[src/rtl/aha_tlx_pkg.sv]
// Shared definitions for the TLX training lanes: state encoding and
// pattern geometry.
package aha_tlx_pkg;

    localparam int SEQ_W  = 32;
    localparam int IDX_W  = 5;
    localparam int FILL_W = $clog2(SEQ_W + 1);

    typedef enum logic [1:0] {
        IDLE   = 2'b00,
        SEARCH = 2'b01,
        CHECK  = 2'b10,
        FINISH = 2'b11
    } tlx_state_e;

endpackage

[src/rtl/aha_tlx_rise_pulse.sv]
// One-flop rising-edge detector: pulse is high for the single cycle in
// which level is high and was low at the previous clock edge.
module aha_tlx_rise_pulse (
    input  logic CLK,
    input  logic RESETn,
    input  logic level,
    output logic pulse
);

    logic level_q;

    // Remember the level seen at the previous edge.
    always_ff @(posedge CLK or negedge RESETn) begin
        if (!RESETn) level_q <= 1'b0;
        else         level_q <= level;
    end

    assign pulse = level & ~level_q;

endmodule

[src/rtl/aha_tlx_input_lane.sv]
// Receive-side TLX training lane monitor.
// Mission mode passes the PHY bit through; training mode aligns to a
// 32-bit LSB-first pattern, then counts pattern words and bit errors.
// Optional build macro: AHA_TLX_IN_RELOCK_EN -- a completed word that
// contained any bit error drops the lane from CHECK back to SEARCH.
module aha_tlx_input_lane
    import aha_tlx_pkg::*;
#(
    parameter int ERR_W = 16
) (
    input  logic             CLK,
    input  logic             RESETn,
    input  logic             D_IN,
    input  logic             START,
    input  logic             CLEAR,
    input  logic [31:0]      SEQUENCE,
    input  logic [31:0]      LENGTH,
    input  logic             AUTO_STOP,
    input  logic             MODE,
    output logic             D_OUT,
    output logic             ACTIVE,
    output logic             LOCKED,
    output logic             DONE,
    output logic [31:0]      WORD_COUNT,
    output logic [ERR_W-1:0] ERR_COUNT
);

    logic              start_pulse;
    logic              clear_pulse;
    tlx_state_e        state;
    tlx_state_e        state_next;
    // Only the 31 most recent bits are stored; the alignment window is
    // completed by the bit arriving this cycle, so lock is taken on the
    // edge that shifts in the last bit of a pattern and the very next bit
    // is checked against SEQUENCE[0].
    logic [SEQ_W-2:0]  sr;
    logic [SEQ_W-1:0]  window;
    logic [FILL_W-1:0] fill;
    logic [FILL_W-1:0] fill_inc;
    logic [IDX_W-1:0]  idx;
    logic [31:0]       word_count;
    logic [ERR_W-1:0]  err_count;
    logic              done_q;
    logic              match;
    logic              mismatch;
    logic              word_end;
    logic              done_w;
    logic              relock_w;
`ifdef AHA_TLX_IN_RELOCK_EN
    logic              word_err;
`endif

    aha_tlx_rise_pulse u_start_edge (
        .CLK    (CLK),
        .RESETn (RESETn),
        .level  (START),
        .pulse  (start_pulse)
    );

    aha_tlx_rise_pulse u_clear_edge (
        .CLK    (CLK),
        .RESETn (RESETn),
        .level  (CLEAR),
        .pulse  (clear_pulse)
    );

    assign window   = {D_IN, sr};
    assign fill_inc = (fill == FILL_W'(SEQ_W)) ? fill : fill + FILL_W'(1);
    assign match    = (fill >= FILL_W'(SEQ_W - 1)) && (window == SEQUENCE);
    assign mismatch = D_IN ^ SEQUENCE[idx];
    assign word_end = (idx == IDX_W'(SEQ_W - 1));
    assign done_w   = (state == CHECK) && AUTO_STOP && (word_count >= LENGTH);
`ifdef AHA_TLX_IN_RELOCK_EN
    assign relock_w = (state == CHECK) && word_end && (word_err | mismatch);
`else
    assign relock_w = 1'b0;
`endif

    // State register.
    always_ff @(posedge CLK or negedge RESETn) begin
        if (!RESETn) state <= IDLE;
        else         state <= state_next;
    end

    // Next-state decode; CLEAR wins over everything, START only from IDLE.
    always_comb begin
        state_next = state;
        if (clear_pulse) begin
            state_next = IDLE;
        end else begin
            case (state)
                IDLE:    if (start_pulse) state_next = SEARCH;
                SEARCH:  if (match)       state_next = CHECK;
                CHECK: begin
                    if (done_w)        state_next = FINISH;
                    else if (relock_w) state_next = SEARCH;
                end
                FINISH:  state_next = IDLE;
                default: state_next = IDLE;
            endcase
        end
    end

    // Alignment shifter, bit index, counters and sticky DONE.
    always_ff @(posedge CLK or negedge RESETn) begin
        if (!RESETn) begin
            sr         <= '0;
            fill       <= '0;
            idx        <= '0;
            word_count <= '0;
            err_count  <= '0;
            done_q     <= 1'b0;
`ifdef AHA_TLX_IN_RELOCK_EN
            word_err   <= 1'b0;
`endif
        end else if (clear_pulse) begin
            word_count <= '0;
            err_count  <= '0;
            done_q     <= 1'b0;
        end else begin
            case (state)
                IDLE: begin
                    if (start_pulse) begin
                        sr         <= '0;
                        fill       <= '0;
                        idx        <= '0;
                        word_count <= '0;
                        err_count  <= '0;
                        done_q     <= 1'b0;
`ifdef AHA_TLX_IN_RELOCK_EN
                        word_err   <= 1'b0;
`endif
                    end
                end
                SEARCH: begin
                    sr   <= window[SEQ_W-1:1];
                    fill <= fill_inc;
                    if (match) begin
                        idx        <= '0;
                        word_count <= 32'd1;
`ifdef AHA_TLX_IN_RELOCK_EN
                        word_err   <= 1'b0;
`endif
                    end
                end
                CHECK: begin
                    if (done_w) begin
                        done_q <= 1'b1;
                    end else begin
                        sr   <= window[SEQ_W-1:1];
                        fill <= fill_inc;
                        idx  <= idx + IDX_W'(1);
                        if (mismatch && (err_count != {ERR_W{1'b1}}))
                            err_count <= err_count + ERR_W'(1);
                        if (word_end) begin
                            if (relock_w) word_count <= '0;
                            else          word_count <= word_count + 32'd1;
                        end
`ifdef AHA_TLX_IN_RELOCK_EN
                        word_err <= word_end ? 1'b0 : (word_err | mismatch);
`endif
                    end
                end
                default: ;
            endcase
        end
    end

    assign ACTIVE     = (state == SEARCH) || (state == CHECK);
    assign LOCKED     = (state == CHECK);
    assign DONE       = done_q;
    assign WORD_COUNT = word_count;
    assign ERR_COUNT  = err_count;
    assign D_OUT      = MODE ? 1'b0 : D_IN;

endmodule

[config.mk]
export PLATFORM = sky130hd
export DESIGN_NAME = aha_tlx_input_lane
export DESIGN_NICKNAME = d
export VERILOG_FILES = /design/src/rtl/aha_tlx_pkg.sv /design/src/rtl/aha_tlx_rise_pulse.sv /design/src/rtl/aha_tlx_input_lane.sv
export SDC_FILE = /design/constraint.sdc
export NUM_CORES = 1
export LEC_CHECK = 0
export ABC_AREA = 1
export CAP_MARGIN = 25
export CORE_ASPECT_RATIO = 2
export CORE_MARGIN = 1.5
export CORE_UTILIZATION = 50
export DETAILED_ROUTE_END_ITERATION = 6
export PLACE_DENSITY = 0.79
export SLEW_MARGIN = 0
export SYNTH_ARGS = -nofsm -noshare
export SYNTH_HDL_FRONTEND = slang
export SYNTH_SLANG_ARGS = --single-unit
[constraint.sdc]
create_clock -name CLK -period 2.4 [get_ports CLK]
set_input_delay 0.36 -clock CLK [delete_from_list [all_inputs] [get_ports CLK]]
set_output_delay 0.36 -clock CLK [all_outputs]
set_load 0.02 [all_outputs]
==> qor.yml, run 1 <==
wirelength_um: 23200
viasPerCell: 5.39
gp_congestion: 0.977
vias: 7832
comb_power_share_pct: 47.6
cts_made_buffers: 9
fin_worst_skew_ns: 0.0119
syn_inst: 1088
cap_violations: 0
clk_pin_slew_worst_paths_ns: 0.08
hpwlAfterDp_um: 17700
drc: 0
powerDensity_nw_per_um2: 641
cp-start-kind: "input pin"
slew_headroom_pct: 65.1
crit_fanout: 43
setup_slack_ns: 0.0902
die-area_um2: 15600
cts_tree: "built"
chipWidth_um: 89.0
netlist_area_um2: 7400
initial_core_util_pct: 51.3
finalCritPeriodShare_pct: 96.2
drive_gt1_share_pct: 12.3
p_sw_share_pct: 44.4
drtPass1Iterations: 6
ys_seq_area_share_pct: 32.1
ys_types: 41
ys_warn_count: 0
hold_path.class: "in -> async"
ioPinCount: 123
worstSetupEndpointType: "flop"
htreeDepth: 3
pwr-share-seq_pct: 29.3
clockBufferDepth: 2
worst_pin_slew_ns: 0.519
status: "complete, no violations"
io_buffer_count: 122
fp-row-count: 62
fin_nets: 1370
drtIter0Drc: 360
diodes: 0
hold_viol: 0
drtAntennaViolNets: 0
pwr-share-clk_pct: 23.0
syn_nets: 1202
p_switching_uw: 2750
final_max_slew_viol_count: 0
path_class: "in -> reg"
grt_usage_pct: 30.8
vdd_drop_max_v: 0.000521
ys_seq_elements: 95
worstPathRequired_ns: 2.63
overflow: 0
finalSetupViolCount: 0
total_power_uw: 6190
grt_antenna_before_repair: 0
root_buffer: "clkbuf_16"
grt_setup_unrepaired: "yes"
layout_min_cycle_time_ns: 2.31
die_h_um: 175
core-area_um2: 14400
critPathArrivalTime_ns: 2.54
setup_tns_ns: 0
clkLatencyLatePin_ns: 0.35
internal_power_uw: 3440
post_drt_wl_per_cell_um: 16.0
fmax_mhz: 433
syn_avg_cell_area_um2: 6.80
p_leak_uw: 0.00458
syn2layout_area_growth_pct: 30.5
pre_cts_slack_ns: -0.434
grt_max_degree: 54
grt_pass1_wl_um: 36900
clock_sinks: 95
grt_pass1_vias: 7816
==> timing repair <==
action,4_1_cts,5_1_grt
endpoints found under the setup margin,13,88
gates resized for setup,2,25
pin swaps,0,7
buffers inserted,0,0
hold buffers,1,0
hold endpoints to repair,16,0
==> flip-flops by register name (all words and copies together), names as in the netlist <==
signal	count
DONE	1
ERR_COUNT	16
WORD_COUNT	32
fill	6
idx	5
sr	31
state	2
u_clear_edge.level_q	1
u_start_edge.level_q	1
==> cells in the mapped netlist (all sizes together) <==
master    n  share of area [%]
nand2   356                 19
inv     128                6.5
nor2    104                5.5
dfrtp    95                 32
nand3    91                6.8
o21ai    57                3.9
nand4    46                3.9
ha       43                7.3
nor3     35                2.5
a21oi    24                1.6
buf      23                2.4
xnor2    23                2.7
xor2     20                2.4
clkbuf   18               0.93
or2       6               0.51
o31ai     5               0.51
nand3b    3               0.30
nor4      3               0.25
o22ai     3               0.25
a21o      2               0.20
clkinv    1              0.051
nor3b     1               0.10
o21a      1               0.10
==> routing by layer <==
| metal | up-vias | GRT usage (%) | wire, um |
|---|---|---|---|
| li1 | 3837 | - | - |
| met1 | 3598 | 31.0 | 7910 |
| met2 | 289 | 56.3 | 12400 |
| met3 | 108 | 4.16 | 1130 |
| met4 | 0 | 20.6 | 1740 |
| met5 | - | 0 | 0 |
==> stage by stage <==
stage | area [um^2] | cells | util (%) | hold slack, ns
finish | 9650 | 1453 | 66.9 | 0.433
global route | 9650 | 1453 | 66.9 | 0.453
CTS | 9560 | 1453 | 66.2 | 0.438
detailed placement | 9250 | 1436 | 64.1 | 0.253
global placement | 9250 | 1436 | 64.1 | 0.252
floorplan | 7400 | 1088 | - | 0.0644
==> layout make-up <==
class | count | area [um^2]
fill | 1330 | 4780
multi-input combinational | 823 | 4380
sequential | 95 | 2380
timing repair buffer | 198 | 1880
inverter | 129 | 489
tap | 192 | 240
clock buffer | 10 | 239
clock inverter | 6 | 53.8
==> critical path, cell delays in order <==
cell             delay [ns]
clkdlybuf4s50_1        0.45
inv_1                  0.04
ha_1                   0.30
a21oi_1                0.16
nor2_1                 0.07
nor3_2                 0.13
nand2_1                0.09
a21oi_2                0.12
buf_4                  0.14
nand2_2                0.08
nand2_2                0.09
nand2_4                0.07
buf_12                 0.18
o31ai_1                0.25
==> path summary, 6_finish.rpt <==
| kind | depth (start not counted) | slack (ns) | startpoint | endpoint |
|---|---|---|---|---|
| max | 14 | 0.09 | LENGTH[29] | sr[23] |
| min | 2 | 0.43 | RESETn | fill[2] |
| max reg2reg | 15 | 0.16 | WORD_COUNT[0] | sr[30] |
| min reg2reg | 2 | 0.50 | fill[5] | fill[5] |
| max in group asynchronous | 3 | 1.32 | RESETn | WORD_COUNT[14] |
| min in group CLK | 1 | 0.49 | START | u_start_edge.level_q |
==> cell families (layout without fill, tap and decap cells) <==
group | after synthesis | in the layout | share of synthesized area [%]
xor+xnor | 43 | 43 | 5.09
compound gates | 92 | 92 | 6.60
buf+inv | 170 | 343 | 9.91
flops | 95 | 95 | 32.1
simple gates | 645 | 645 | 39.0
fa+ha+maj | 43 | 43 | 7.27
==> placed cells by master, fill, tap and decap left out, types with 9 or more instances in the layout <==
cell / synthesis / layout
nand2_1: 335 / 328
inv_1: 123 / 123
clkdlybuf4s50_1: 0 / 120
dfrtp_1: 95 / 95
nor2_1: 100 / 95
nand3_1: 84 / 83
buf_4: 5 / 68
nand4_1: 46 / 46
ha_1: 43 / 42
o21ai_0: 38 / 38
nor3_1: 34 / 33
nand2_2: 18 / 24
xnor2_1: 23 / 23
a21oi_1: 24 / 22
xor2_1: 20 / 20
o21ai_1: 18 / 17
clkbuf_16: 0 / 9
==> power groups by stage <==
stage          combinational [uW]  clock [uW]  sequential [uW]
6_report                     2950        1420             1820
5_1_grt                      3190        1510             1830
4_1_cts                      2870        1440             1810
3_5_place_dp                 2850           0             1840
3_3_place_gp                 2830           0             1840
2_1_floorplan                1830           0             1840
No activity file was read; power rests on OpenSTA's default activity.
==> run 2: changes to the inputs <==
Settings changed: SKIP_CTS_REPAIR_TIMING set to 1.
==> run 2 against run 1 <==
Sequential power barely moved. Highest routed layer unchanged. Routed wire length about the same. Core utilization stayed put.
==> qor.yml, run 2 (synthesis results as in run 1) <==
final_cell_mix: "nand2_1 (328), inv_1 (123), clkdlybuf4s50_1 (120)"
syn2layout_area_growth_pct: 30.5  # unchanged
core-area_um2: 14400  # unchanged
vias: 7818  # -0.18%
cts_tree: "built"
crit_chain: "clkdlybuf4s50_1 -> inv_1 -> ha_1 -> a21oi_1 -> nor2_1 -> nor3_2 -> nand2_1 -> a21oi_2 -> buf_4 -> nand2_2 -> nand2_2 -> nand2_4 -> buf_12 -> o31ai_1"
drtAntennaViolNets: 0  # unchanged
final_max_slew_viol_count: 0  # unchanged
vdd_drop_max_v: 0.000521  # about the same
grt_setup_unrepaired: "yes"
final_common_cell: "nand2_1"
fin_worst_skew_ns: 0.0139  # +0.00192 ns
grt_pass1_vias: 7822  # +0.077%
p_leak_uw: 0.00458  # unchanged
clockBufferDepth: 2  # unchanged
internal_power_uw: 3440  # about the same
fmax_mhz: 433  # about the same
comb_power_share_pct: 47.7  # about the same
fp-row-count: 62  # unchanged
largest_reg_flops: 32  # unchanged
drtIter0Drc: 363  # +0.83%
worst_pin_slew_ns: 0.506  # -0.0132 ns
hold_path.class: "in -> async"
setup_tns_ns: 0  # unchanged
htreeDepth: 3  # unchanged
fin_nets: 1370  # unchanged
total_power_uw: 6190  # about the same
path_class: "in -> reg"
layout_min_cycle_time_ns: 2.31  # +0.00193 ns
drtPass1Iterations: 5  # -1
diodes: 0  # unchanged
path_common_cell: "nand2_2"
cp_slowest_cell: "clkdlybuf4s50_1"
final-seq-area_um2: 2380  # unchanged
io_buffer_count: 122  # unchanged
status: "complete, no violations"
worst-path-buf-inv: 4  # unchanged
clk_pin_slew_worst_paths_ns: 0.08  # about the same
cap_violations: 0  # unchanged
die-area_um2: 15600  # unchanged
grt_antenna_before_repair: 0  # unchanged
instances_no_fill: 1453  # unchanged
hold_viol: 0  # unchanged
drive_gt1_share_pct: 12.3  # unchanged
grt_max_degree: 54  # unchanged
wirelength_um: 23200  # about the same
gp_congestion: 0.977  # unchanged
slowest_delay_ns: 0.45  # about the same
slew_headroom_pct: 66.0  # +0.89 points
finalCritPeriodShare_pct: 96.3  # about the same
initial_core_util_pct: 51.3  # unchanged
dp.cells: 1436  # unchanged
cp-start-kind: "input pin"
drc: 0  # unchanged
final_util_pct: 66.9  # unchanged
nFillCells: 1331  # +0.075%
clock_sinks: 95  # unchanged
pwr-share-seq_pct: 29.3  # about the same
powerDensity_nw_per_um2: 642  # about the same
clkLatencyLatePin_ns: 0.35  # about the same
hpwlAfterDp_um: 17700  # unchanged
overflow: 0  # unchanged
finalSetupViolCount: 0  # unchanged
root_buffer: "clkbuf_16"
post_drt_wl_per_cell_um: 16.0  # about the same
cts_made_buffers: 9  # unchanged
multi_input_area_um2: 4380  # unchanged
ioPinCount: 123  # unchanged
worstSetupEndpointType: "flop"
chipWidth_um: 89.0  # unchanged
p_sw_share_pct: 44.4  # +0.055 points
die_h_um: 175  # unchanged
critPathArrivalTime_ns: 2.54  # about the same
grt_pass1_wl_um: 36900  # about the same
crit_fanout: 43  # unchanged
pwr-share-clk_pct: 23.0  # about the same
holdWs_ns: 0.431  # -0.00222 ns
viasPerCell: 5.38  # -0.18%
cp_top_family: "buffers and inverters"
p_switching_uw: 2750  # +0.22%
worstPathRequired_ns: 2.63  # about the same
grt_usage_pct: 30.8  # about the same
-- run 2: cell counts in the layout (fill, tap and decap cells not counted) --
No cell type changed its count.
-- run 2: power groups by stage --
stage          Combinational [uW]  Sequential [uW]  Clock, uW
3_5_place_dp                 2850             1840          0
2_1_floorplan                1830             1840          0
6_report                     2950             1810       1430
3_3_place_gp                 2830             1840          0
4_1_cts                      2870             1810       1440
5_1_grt                      3190             1830       1510
-- run 2: worst paths after layout --
kind / start / to / slack (ns) / cells after the start
worst max-delay path: LENGTH[29] / sr[23] / 0.09 / 14
max in group asynchronous: RESETn / WORD_COUNT[14] / 1.32 / 3
worst max register to register: WORD_COUNT[0] / sr[30] / 0.16 / 15
min in group CLK: START / u_start_edge.level_q / 0.49 / 1
worst min register to register: fill[5] / fill[5] / 0.50 / 2
worst min-delay path: RESETn / fill[2] / 0.43 / 2
-- run 2: metal layers --
layer / up-vias / global-route usage, % / routed length, um
met4: 0 / 20.6 / 1740
met1: 3590 / 31.0 / 7990
met5: - / 0 / 0
met3: 111 / 4.16 / 1090
met2: 280 / 56.3 / 12400
li1: 3837 / - / -
-- run 2: through the flow --
step | setup WS [ns] | cell area [um^2]
finish | 0.0883 | 9650
floorplan | 0.282 | 7400
global placement | -0.387 | 9250
global route | -0.0177 | 9650
CTS | -0.0696 | 9540
detailed placement | -0.434 | 9250
-- run 2: area by class of cell --
class / instances / area share (%)
multi-input cells: 823 / 45.3
flip-flops and latches: 95 / 24.6
repair buffers: 198 / 19.4
inverters: 129 / 5.07
well taps: 192 / 2.49
clock buffers: 10 / 2.48
clock inverters: 6 / 0.557
==> RTL edit 1, RTL diff (flow settings as in run 1) <==
Set the package constant `IDX_W` to 4 (it was 5).
--- a/src/rtl/aha_tlx_pkg.sv
+++ b/src/rtl/aha_tlx_pkg.sv
@@ -3,7 +3,7 @@
 package aha_tlx_pkg;
 
     localparam int SEQ_W  = 32;
-    localparam int IDX_W  = 5;
+    localparam int IDX_W  = 4;
     localparam int FILL_W = $clog2(SEQ_W + 1);
 
     typedef enum logic [1:0] {
Formal check against the unedited RTL: same outputs for any inputs over 10 cycles, from zero or initial values and one cycle with RESETn low; that may be too few to reach the edited logic, so the function may still have changed.
==> RTL edit 1 against run 1 <==
  * Sequential cell count fell by 1
  * Die area fell by 1.7%
  * Routed wire length fell by 1.5%
  * Critical path type is now flip-flop to output pin
  * Final area fell by 1.8%
  * Worst setup slack improved by 0.019 ns
  * Global-route usage fell by 0.84 points
  * Total power fell by 4.1%
  * Hold slack improved by 0.033 ns
  * Synthesized cell count rose by 1.0%
  * Largest cell class unchanged
  * Synthesized area fell by 1.7%
  * Non-clock buffer count fell by 10
  * Sequential power fell by 2%
==> RTL edit 1: results (changes against run 1) <==
Synth Area in Adders -> 0.0723 (-0.000432)
outcome -> complete, no violations
Layout Nets -> 1377 (+0.51%)
Hold WS -> 0.466 ns (+0.0332 ns)
WL met3 -> 1120 um (-1.4%)
final-layout clock buffer total -> 9 (-1)
largest cells by area after synthesis -> dfrtp_1, nand2_1, ha_1, nor2_1, inv_1
clock sink total -> 94 (-1.1%)
vias in the first global route -> 7747 (-0.88%)
met2 WL -> 12500 um (+0.56%)
Filler Cell Count -> 1311 (-1.4%)
clock network share of area -> 0.0308 (+0.000421)
Reg area -> 2350 um^2 (-1.1%)
1st-pass router iterations -> 7 (+1)
met2 usage -> 0.560 (-0.00239)
crit path from -> state[0]
Total Power -> 5.93 mW (-4.1%)
syn_nets -> 1212 (+0.83%)
Post-CTS Resized -> 0 (-2)
DRT iter0 DRCs -> 405 (+13%)
Crit path arrival time -> 1.93 ns (-0.61 ns)
first-pass GRT wire length -> 35900 um (-2.8%)
wirelength, routed -> 22900 um (-1.5%)
Worst-Margin Slew -> 0.568 ns (+0.0491 ns)
Signal buf overhead -> 0.192 (-0.00240)
bufs w/o clock -> 188 (-5.1%)
Max FO, Critical Path -> 5 (-88%)
Global Route Usage Sum -> 0.300 (-0.00840)
synth cell count leaders -> nand2_1, nor2_1, inv_1
RR Endpoint -> sr[20]
==> RTL edit 1: cell families after synthesis <==
logic type	after synthesis
and+or+nand+nor	673
buffers and inverters	169
xor gates and xnor gates	38
adders and majority gates	42
DFF	94
AOI/OAI and AO/OA	83
==> RTL edit 1: through the flow <==
step,TNS (ns),utilization,cell area (um^2),std cells
after global placement,-16.70,0.634,9050,1440
after CTS,0,0.655,9360,1457
final,0,0.664,9480,1461
after global routing,-0.00400,0.664,9480,1461
after floorplan,0,-,7270,1099
after detailed placement,-20.39,0.634,9050,1440
==> RTL edit 1: worst max-delay path, cell delays in order, from the launching register on <==
cell	delay, ns
dfrtp_1	0.41
inv_1	0.10
ha_2	0.43
clkdlybuf4s50_1	0.64
==> RTL edit 1: power groups by stage <==
stage,clock [mW],sequential (mW),combinational [mW]
after floorplan,0,1.81,1.55
after global placement,0,1.80,2.46
after detailed placement,0,1.81,2.49
after CTS,1.45,1.78,2.51
after global routing,1.53,1.79,2.95
final,1.44,1.78,2.71
==> RTL edit 2, RTL diff (config.mk and constraints of run 1) <==
Made on the original files. Register the output `ACTIVE`, with the module's reset; this adds one clock of latency there. The other outputs are not delayed to match.
--- a/src/rtl/aha_tlx_input_lane.sv
+++ b/src/rtl/aha_tlx_input_lane.sv
@@ -166,7 +166,13 @@
         end
     end
 
-    assign ACTIVE     = (state == SEARCH) || (state == CHECK);
+    always_ff @(posedge CLK or negedge RESETn) begin
+        if (!RESETn) begin
+            ACTIVE <= '0;
+        end else begin
+            ACTIVE <= (state == SEARCH) || (state == CHECK);
+        end
+    end
     assign LOCKED     = (state == CHECK);
     assign DONE       = done_q;
     assign WORD_COUNT = word_count;
Formal check against the unedited RTL: not equivalent (Yosys sat finds a counterexample within 4 cycles, from zero or initial values and one cycle with RESETn low).
==> RTL edit 2 against run 1 <==
  * Synthesized area decreased by 0.54%
  * Clock skew is 0.0014 ns lower
  * Core utilization increased by 0.54 points
  * Global-route usage is 0.34 points higher
  * Worst setup slack better by 0.073 ns
  * Synthesized cell count up 0.28%
  * Register-to-register slack improved by 0.04 ns
  * Sequential cell count grew 1
  * Final area grew 0.26%
  * Via count grew 1.6%
  * Count of clock-buffer cells in the layout decreased by 1
  * Routed wire length hardly changed
  * Total power rose by 1.3%
  * Critical endpoint is now sr[30]
==> RTL edit 2: results (changes against run 1) <==
grt met3 use -> 0.0380 (-0.00358)
Max FO, Critical Path -> 16 (-63%)
DR WL/cell -> 15.9 um (-0.27%)
bufs w/o clock -> 199 (+0.51%)
Slew headroom -> 0.547 (-0.104)
multi-input logic area -> 4330 um^2 (-1.0%)
first-pass GRT wire length -> 37100 um (+0.62%)
R2R setup slack -> 0.20 ns (+0.04 ns)
post-synthesis xor/xnor area fraction -> 0.0500 (-0.000913)
CP Capture Point -> sr[30]
1st-pass router iterations -> 5 (-1)
Seq/total area -> 0.248 (+0.00195)
Leak -> 4.63 nW (+0.97%)
Top Family by Delay on Critical Path -> simple AND/OR/NAND/NOR gates
DRT iter0 DRCs -> 339 (-5.8%)
via count -> 7956 (+1.6%)
synth cell count leaders -> nand2_1, inv_1, nor2_1
P_sw -> 2.81 mW (+2.3%)
Logic power comb -> 2.95 mW (about the same)
met2 WL -> 12700 um (+1.9%)
Clock group -> 1.47 mW (+4%)
Non-clk invs -> 136 (+5.4%)
largest cells by area after synthesis -> dfrtp_1, nand2_1, ha_1, inv_1, nand3_1
Post-CTS Resized -> 1 (-1)
outcome -> complete, no violations
switching share of total power -> 0.449 (+0.00461)
RR Endpoint -> WORD_COUNT[16]
Layout Nets -> 1375 (+0.36%)
Global Route Usage Sum -> 0.312 (+0.00343)
syn_nets -> 1205 (+0.25%)
Final HPWL DP -> 17500 um (-1.1%)
Register-to-Register Path Depth -> 9 (-6)
largest net degree at the start of global routing -> 49 (-9.3%)
Synth Area in Adders -> 0.0731 (+0.000396)
fraction of layout cells with a size suffix above 1 -> 0.106 (-0.0171)
Signal buf overhead -> 0.195 (+0.000532)
Seq/Total Area, Yosys -> 0.327 (+0.00515)
GR Util met1 -> 0.315 (+0.00513)
VDD IR max -> 0.000500 V (-4.1%)
WL met3 -> 959 um (-15%)
routability congestion estimate -> 1.02 (+4.4%)
met2 usage -> 0.568 (+0.00568)
[RTL edit 2: changes by cell type in the layout (fill, tap and decap cells not counted), moves of 3 or more]
| cell | change |
|---|---|
| buf_4 | +3 |
| nand2_2 | -17 |
| a21oi_1 | -3 |
| a211oi_1 | +3 |
| a21o_1 | +3 |
| inv_1 | +8 |
| o21ai_1 | -7 |
| nand2_1 | +9 |
| nand3_2 | -3 |
| nand4_1 | +4 |
| o21ai_0 | +5 |
[RTL edit 2: through the flow]
| step | util | area, um^2 | instances | hold slack [ns] | setup WS, ns |
|---|---|---|---|---|---|
| global route | 0.674 | 9680 | 1458 | 0.0680 | -0.00608 |
| CTS | 0.665 | 9540 | 1458 | 0.0556 | 0.0292 |
| global placement | 0.644 | 9240 | 1442 | 0.436 | -0.323 |
| floorplan | - | 7360 | 1091 | 0.0644 | 0.286 |
| finish | 0.674 | 9680 | 1458 | 0.0307 | 0.164 |
| detailed placement | 0.644 | 9240 | 1442 | 0.434 | -0.347 |
